File: src/rtl/word_plot_sequencer.sv
// Paces per-character plot requests for a buffered word onto VGA_character_drawing,
// handshaking on ready_to_start_character and reporting completion or a missing acknowledge.
module word_plot_sequencer #(
  parameter int unsigned CHAR_W      = 8,
  parameter int unsigned ACK_TIMEOUT = 15
) (
  input  logic       clk,
  input  logic       resetn,
  input  logic       wr_en,
  input  logic [3:0] wr_addr,
  input  logic [7:0] wr_data,
  input  logic       start,
  input  logic [4:0] len,
  input  logic [8:0] x_base,
  input  logic [8:0] y_base,
  input  logic       clear_mode,
  input  logic       ready_to_start_character,
  output logic [7:0] address,
  output logic [8:0] x_input,
  output logic [8:0] y_input,
  output logic       enable_character_plot,
  output logic       enable_clear,
  output logic       busy,
  output logic       done,
  output logic       err
);

  localparam int unsigned DEPTH = 16;
  localparam int unsigned AW    = 4;
  localparam int unsigned DW    = 8;
  localparam int unsigned XW    = 9;
  localparam int unsigned LW    = 5;
  localparam int unsigned CW    = $clog2(ACK_TIMEOUT + 1);

  typedef enum logic [2:0] {
    S_IDLE, S_WAIT_READY, S_ISSUE, S_WAIT_ACK, S_WAIT_DONE, S_DONE
  } state_t;

  state_t          r_state, w_state_nxt;
  logic [DW-1:0]   r_buf [DEPTH];
  logic [AW-1:0]   r_idx, w_idx_nxt;
  logic [XW-1:0]   r_xpos, w_xpos_nxt;
  logic [CW-1:0]   r_cnt, w_cnt_nxt;
  logic            r_err, w_err_nxt;
  logic [LW-1:0]   r_len;
  logic [XW-1:0]   r_ybase;
  logic            r_clear_mode;
  logic            w_accept;
  logic            w_clear_nxt;
  logic            w_busy_nxt;
  logic [LW-1:0]   w_len_sat;

  logic [DW-1:0]   r_address;
  logic [XW-1:0]   r_x;
  logic [XW-1:0]   r_y;
  logic            r_plot;
  logic            r_clear;
  logic            r_busy;
  logic            r_done;

  assign w_accept    = start && (r_state == S_IDLE);
  assign w_len_sat   = (len > LW'(DEPTH)) ? LW'(DEPTH) : len;
  assign w_clear_nxt = w_accept ? clear_mode : r_clear_mode;
  assign w_busy_nxt  = (w_state_nxt == S_WAIT_READY) || (w_state_nxt == S_ISSUE) ||
                       (w_state_nxt == S_WAIT_ACK)   || (w_state_nxt == S_WAIT_DONE);

  // Character buffer: loadable only while the sequencer is not busy, never reset.
  always_ff @(posedge clk) begin
    if (wr_en && !r_busy) r_buf[wr_addr] <= wr_data;
  end

  always_ff @(posedge clk or negedge resetn) begin
    if (!resetn) r_state <= S_IDLE;
    else         r_state <= w_state_nxt;
  end

  // Next state plus next values of the word-progress registers.
  always_comb begin
    w_state_nxt = r_state;
    w_idx_nxt   = r_idx;
    w_xpos_nxt  = r_xpos;
    w_cnt_nxt   = r_cnt;
    w_err_nxt   = r_err;
    case (r_state)
      S_IDLE: begin
        if (start) begin
          w_idx_nxt   = '0;
          w_xpos_nxt  = x_base;
          w_err_nxt   = 1'b0;
          w_state_nxt = (len == '0) ? S_DONE : S_WAIT_READY;
        end
      end
      S_WAIT_READY: begin
        if (ready_to_start_character) w_state_nxt = S_ISSUE;
      end
      S_ISSUE: begin
        w_cnt_nxt   = '0;
        w_state_nxt = S_WAIT_ACK;
      end
      S_WAIT_ACK: begin
        if (!ready_to_start_character) begin
          w_state_nxt = S_WAIT_DONE;
        end else if (r_cnt == CW'(ACK_TIMEOUT - 1)) begin
          w_err_nxt   = 1'b1;
          w_state_nxt = S_DONE;
        end else begin
          w_cnt_nxt = r_cnt + CW'(1);
        end
      end
      S_WAIT_DONE: begin
        if (ready_to_start_character) begin
          if (({1'b0, r_idx} + LW'(1)) == r_len) begin
            w_state_nxt = S_DONE;
          end else begin
            w_idx_nxt   = r_idx + AW'(1);
            w_xpos_nxt  = r_xpos + XW'(CHAR_W);
            w_state_nxt = S_ISSUE;
          end
        end
      end
      S_DONE:  w_state_nxt = S_IDLE;
      default: w_state_nxt = S_IDLE;
    endcase
  end

  // Progress registers and outputs, loaded from the upcoming state so they line up with it.
  always_ff @(posedge clk or negedge resetn) begin
    if (!resetn) begin
      r_idx        <= '0;
      r_xpos       <= '0;
      r_cnt        <= '0;
      r_err        <= 1'b0;
      r_len        <= '0;
      r_ybase      <= '0;
      r_clear_mode <= 1'b0;
      r_address    <= '0;
      r_x          <= '0;
      r_y          <= '0;
      r_plot       <= 1'b0;
      r_clear      <= 1'b0;
      r_busy       <= 1'b0;
      r_done       <= 1'b0;
    end else begin
      r_idx  <= w_idx_nxt;
      r_xpos <= w_xpos_nxt;
      r_cnt  <= w_cnt_nxt;
      r_err  <= w_err_nxt;
      if (w_accept) begin
        r_len        <= w_len_sat;
        r_ybase      <= y_base;
        r_clear_mode <= clear_mode;
      end
      if (w_state_nxt == S_ISSUE) begin
        r_address <= r_buf[w_idx_nxt];
        r_x       <= w_xpos_nxt;
        r_y       <= r_ybase;
      end
      r_plot  <= (w_state_nxt == S_ISSUE);
      r_clear <= (w_state_nxt != S_IDLE) ? w_clear_nxt : 1'b0;
      r_busy  <= w_busy_nxt;
      r_done  <= (w_state_nxt == S_DONE);
    end
  end

  assign address               = r_address;
  assign x_input               = r_x;
  assign y_input               = r_y;
  assign enable_character_plot = r_plot;
  assign enable_clear          = r_clear;
  assign busy                  = r_busy;
  assign done                  = r_done;
  assign err                   = r_err;

endmodule
File: config.mk
export PLATFORM = sky130hd
export DESIGN_NAME = word_plot_sequencer
export DESIGN_NICKNAME = d
export VERILOG_FILES = /design/src/rtl/word_plot_sequencer.sv
export SDC_FILE = /design/constraint.sdc
export NUM_CORES = 1
export LEC_CHECK = 0
export BUFFER_PORTS_ARGS = -buffer_cell sky130_fd_sc_hd__buf_2
export CORE_MARGIN = 2
export CORE_UTILIZATION = 50
export CTS_CLUSTER_SIZE = 30
export DETAILED_ROUTE_END_ITERATION = 10
export HOLD_SLACK_MARGIN = 0.06
export PLACE_DENSITY = 0.81
export SLEW_MARGIN = 0
export SYNTH_ARGS = -nofsm -noshare
export SYNTH_HDL_FRONTEND = slang
export SYNTH_SLANG_ARGS = --single-unit
File: constraint.sdc
create_clock -name clk -period 7.55 [get_ports clk]
set_clock_uncertainty 0.1 [all_clocks]
set_input_delay 1.51 -clock clk [delete_from_list [all_inputs] [get_ports clk]]
set_output_delay 1.51 -clock clk [all_outputs]
set_load 0.05 [all_outputs]
==> metrics.csv, run 1 <==
metric,value,unit
syn2layout_area_growth,11.1,%
cts-root-buf,clkbuf_16,
h-tree-depth,4,
cts_resized,0,
synthesis.nets,777,
cts_tree,built,
power_density,371,nW/um^2
synth_seq_area_share,0.637,
die_x,135,um
p_int,2.12,mW
dp_hpwl,12500,um
worst_pin_slew,1.29,ns
fin_nets,827,
io_pins,72,
synthTopCellsByArea,"edfxtp_1, dfrtp_1, nand2_1",
diodes,0,
endpoint_kind,flop,
start_util,0.504,
critical_path_class,flop to flop,
yosysUniqueCellTypes,63,
grt_pass1_vias,5808,
ir_drop,226,uV
synth_top_cell_area_share,0.445,
crit_required,7.74,ns
seqPwrFrac,0.401,
fmaxAchievable,0.212,GHz
synth_edf_count,128,
layout_worst_path_cycle_share,0.625,
fin_crit,4.72,ns
grtUsageTotal,0.221,
maxSlewHeadroom,0.132,
synth.ff_latch_count,194,
swShare,0.405,
cts_inserted_buffers,17,
die_area,18300,um^2
grt_pass1_wl,30500,um
fin_setup_tns,0,ns
cts_buffer_depth,2,
leakage,3.95,nW
drive_above_1_share,0.165,
antenna_found_initial,0,
drtIter0Drc,838,
arrival,4.91,ns
comb_power_share,0.368,
cts_sinks,194,
syn_inst,732,
yosysWarnings,0,
clk_pin_slew_worst_paths,0.07,ns
synth_top_area_cell,edfxtp_1,
via_per_inst,5.95,
remaining_drc_errors,0,
grt.overflow.total,0,
dominantRegCellSynth,edfxtp_1,
drv_slew,0,
setup_violations,0,
grt_max_degree,67,
syn_area_per_cell,11.8,um^2
hold_violations,0,
place.gp.congestion,0.860,
place_area,9070,um^2
rows,48,
cap_violations,0,
ant_nets,0,
core_area,17100,um^2
clkPwrFrac,0.230,
crit_fanout,38,
wl,19700,um
hp-class,flop to flop,
syn_area,8630,um^2
postCtsHoldBufs,0,
vias,6071,
firstDrtPassIters,5,
rsz0062_at_grt,no,
fin_area,9590,um^2
place.port_buffers,71,
cts_setup_buffers,0,
wire_per_inst,19.3,um
dieHeight,135,um
async_flop_share,0.340,
netSwitchingPower,1.44,mW
crit_path_start_kind,flop,
clk_latency,0.44,ns
status,"finished, final reports clean",
metal layers:
layer  vias up  share of wire  track usage
met1      2922           0.40        0.293
met5         -              0            0
met2       305           0.48        0.351
met3        43          0.091       0.0539
met4         0          0.023       0.0909
li1       2801              -            -
synthesized netlist by cell type (4+ instances only):
library cell	n
o21ai_1	10
o22ai_1	6
ha_1	4
buf_2	16
mux2i_1	20
nor3_1	10
a221oi_1	16
buf_4	4
mux2_2	6
inv_1	5
a211oi_1	19
o21bai_1	8
and2_1	4
nand3b_1	5
nand2b_1	9
nand2_1	193
and3_1	26
clkbuf_1	21
a22oi_1	16
a311o_1	8
a311oi_1	16
a21oi_1	15
nand4_1	11
edfxtp_1	128
buf_6	6
nor2_1	30
nand3_1	7
dfrtp_1	66
cells by family (layout without fill, tap and decap cells):
logic type / count (synthesis) / count (layout) / share of synthesized area
buffers and inverters: 55 / 118 / 0.0351
and+or+nand+nor: 309 / 309 / 0.162
muxes: 26 / 26 / 0.0310
DFF: 194 / 194 / 0.637
xor gates and xnor gates: 6 / 6 / 0.00609
AOI/OAI and AO/OA: 138 / 138 / 0.124
adders and majority gates: 4 / 4 / 0.00580
flip-flops by register name (all words and copies together), names as in the netlist, 3 cells and up:
name	cells
x_input	9
r_xpos	9
r_cnt	4
r_idx	4
r_len	5
r_ybase	9
address	8
r_buf	128
r_state	3
y_input	9
cell type report:
cell class	count	area, um^2
clock buffer	21	443
clock inverter	11	81.3
fill	1396	7520
inverter	7	31.3
multi-input combinational	483	2850
sequential	194	5500
tap	225	282
timing repair buffer	79	415
cells in the final DEF, fill, tap and decap left out, types with 4 or more instances in the layout:
| cell | n |
|---|---|
| o21ai_1 | 10 |
| o21bai_1 | 8 |
| and2_1 | 4 |
| nor2_1 | 30 |
| a22oi_1 | 16 |
| clkbuf_16 | 17 |
| buf_2 | 71 |
| a21oi_1 | 15 |
| nand2_1 | 193 |
| a221oi_1 | 16 |
| nand2b_1 | 9 |
| edfxtp_1 | 128 |
| nand3_1 | 7 |
| mux2_2 | 6 |
| ha_1 | 4 |
| nand4_1 | 11 |
| clkinv_2 | 4 |
| o22ai_1 | 6 |
| and3_1 | 25 |
| nor3_1 | 10 |
| dfrtp_1 | 66 |
| mux2i_1 | 20 |
| nand3b_1 | 5 |
| a211oi_1 | 19 |
| inv_1 | 5 |
| a311oi_1 | 16 |
| a311o_1 | 8 |
| buf_4 | 8 |
power groups by stage:
stage	sequential, mW	clock, mW	combinational [mW]
after CTS	1.43	0.827	1.31
final	1.43	0.820	1.31
after floorplan	1.63	0	0.852
after global placement	1.44	0	1.26
after global routing	1.45	0.867	1.43
after detailed placement	1.45	0	1.30
metrics by stage:
| step | std cells | util | hold WS (ns) | setup WS, ns | power, mW |
|---|---|---|---|---|---|
| final | 1020 | 0.560 | 0.375 | 2.83 | 3.56 |
| after global routing | 1020 | 0.560 | 0.393 | 2.59 | 3.74 |
| after CTS | 1020 | 0.560 | 0.376 | 2.90 | 3.56 |
| after detailed placement | 988 | 0.530 | 0.360 | 2.64 | 2.75 |
| after global placement | 988 | 0.530 | 0.346 | 2.71 | 2.71 |
| after floorplan | 732 | - | 0.339 | 3.99 | 2.48 |
path summary, 6_finish.rpt:
kind	start	endpoint	slack (ns)	cells past startpoint
max	r_idx[0]	address[0]	2.83	11
min	r_ybase[0]	y_input[0]	0.38	2
max reg2reg	r_idx[0]	address[0]	2.83	11
min reg2reg	r_ybase[0]	y_input[0]	0.38	2
max in group asynchronous	resetn	y_input[6]	5.64	2
min in group asynchronous	resetn	r_xpos[8]	1.16	2
critical path: stages (launching register included):
cell and delay, ns:
dfrtp_1 0.32, buf_4 0.36, ha_1 0.34, xnor2_1 0.17, o211ai_1 0.20, a211o_4 0.49, o21ai_2 0.27, or2_1 0.74
inv_1 0.62, and2_0 0.53, o21ai_1 0.26, nand4_1 0.15
Note: power is estimated with default switching activity, not from simulation.
==> run 2: changes to the inputs <==
PLACE_DENSITY = 0.83   (was 0.81)
clock period = 4.2 ns   (was 7.55 ns; I/O delays follow)
==> run 2 against run 1 <==
Effect of this change:
- combinational power is 82% higher
- hold slack worse by 0.11 ns
- register-to-register slack got worse by 2.2 ns
- critical path type unchanged
- largest power group unchanged
- clock power rose by 87%
- die area did not move
==> metrics.csv, run 2 (synthesis results as in run 1) <==
metric,value,unit,change
status,"finished, final reports clean",,
rsz0062_at_grt,no,,
endpoint_kind,flop,,
via_per_inst,6.00,,+0.82%
clk_pin_slew_worst_paths,0.07,ns,about the same
cts_sinks,194,,unchanged
crit_path_start_kind,flop,,
leakage,3.96,nW,+0.42%
arrival,3.81,ns,-1.10 ns
grt_pass1_wl,30000,um,-1.6%
place.port_buffers,71,,unchanged
fin_crit,3.54,ns,-1.18 ns
maxSlewHeadroom,0.203,,+0.0710
fin_nets,832,,+0.60%
utilization,0.566,,+0.00512
ff2ff_path_depth,9,,-2
final_common_cell,nand2_1,,
rows,48,,unchanged
die_x,135,um,unchanged
layout_worst_path_cycle_share,0.843,,+0.218
antenna_found_initial,0,,unchanged
cap_violations,0,,unchanged
wire_per_inst,19.0,um,-1.5%
drv_slew,0,,unchanged
syn2layout_area_growth,12.1,%,
layout_common_cells,"nand2_1, edfxtp_1, buf_2",,
postCtsHoldBufs,0,,unchanged
hp-class,primary input to asynchronous set/reset pin,,
hold_violations,0,,unchanged
power,6.47,mW,+82%
die_area,18300,um^2,unchanged
fmaxAchievable,0.282,GHz,+33%
largest_reg_flops,128,,unchanged
place.gp.congestion,0.854,,-0.70%
worst_pin_slew,1.19,ns,-0.106 ns
cts_resized,0,,unchanged
cts_inserted_buffers,17,,unchanged
ant_nets,0,,unchanged
core_area,17100,um^2,unchanged
remaining_drc_errors,0,,unchanged
fin_setup_tns,0,ns,unchanged
place_area,9110,um^2,+0.47%
power_density,669,nW/um^2,+80%
wl,19500,um,-1.0%
start_util,0.504,,unchanged
setup_violations,0,,unchanged
grt_pass1_vias,5793,,-0.26%
dp_hpwl,12600,um,+0.41%
grt.overflow.total,0,,unchanged
grt_max_degree,49,,-27%
io_pins,72,,unchanged
cts_buffer_depth,2,,unchanged
h-tree-depth,4,,unchanged
cts_tree,built,,
whs,0.264,ns,-0.111 ns
ir_drop,455,uV,+100%
firstDrtPassIters,5,,unchanged
fin_area,9680,um^2,+0.91%
drive_above_1_share,0.173,,+0.00772
diodes,0,,unchanged
vias,6151,,+1.3%
crit_fanout,37,,-2.6%
cts_setup_buffers,0,,unchanged
largest_register,r_buf,,
clk_latency,0.44,ns,about the same
crit_required,4.47,ns,-3.27 ns
dieHeight,135,um,unchanged
critical_path_class,flop to flop,,
drtIter0Drc,631,,-25%
cts-root-buf,clkbuf_16,,
grtUsageTotal,0.217,,-0.00338
run 2: cell types whose count changed in the layout (fill, tap and decap cells not counted), moves of 2 or more:
cell and delta:
inv_8 +3, inv_4 -3, buf_4 +5, clkbuf_2 -2, clkinv_4 +3, clkinv_2 -4, clkbuf_1 -2, clkinvlp_4 +4
run 2: worst paths after layout:
path / to / from / slack (ns)
worst min register to register: y_input[2] / r_ybase[2] / 0.37
worst min-delay path: r_idx[3] / resetn / 0.26
worst max-delay path: address[1] / r_idx[0] / 0.66
min in group clk: y_input[2] / r_ybase[2] / 0.37
max in group asynchronous: address[4] / resetn / 2.75
worst max register to register: address[1] / r_idx[0] / 0.66
run 2: per-layer routing:
layer / wire [um] / vias up / GRT usage
met4: 380 / 0 / 0.0816
met1: 8070 / 2951 / 0.289
li1: - / 2816 / -
met5: 0 / - / 0
met3: 1700 / 38 / 0.0539
met2: 9310 / 346 / 0.349
run 2: stage by stage:
stage | instances | setup WS [ns]
6_report | 1025 | 0.658
5_1_grt | 1025 | 0.377
4_1_cts | 1025 | 0.724
3_5_place_dp | 993 | 0.748
3_3_place_gp | 993 | 0.814
2_1_floorplan | 732 | 1.31
run 2: final cells by class:
| type | count | area [um^2] |
|---|---|---|
| Clock buffer | 17 | 425 |
| Clock inverter | 15 | 144 |
| Fill cell | 1344 | 7440 |
| Inverter | 7 | 31.3 |
| Multi-Input combinational cell | 483 | 2850 |
| Sequential cell | 194 | 5500 |
| Tap cell | 225 | 282 |
| Timing Repair Buffer | 84 | 453 |
run 2: power breakdown:
part           switching, mW  internal [mW]
registers              0.234           2.32
clock network          0.745          0.782
logic                   1.65          0.744
run 2: critical path, cell delays in order, from the launching register on:
cell	delay, ns
dfrtp_1	0.38
buf_4	0.36
nand3_1	0.24
xnor2_1	0.43
a211oi_2	0.13
o21ai_1	0.95
nand2_1	0.17
a311oi_1	0.40
o21bai_1	0.17
nand4_1	0.12
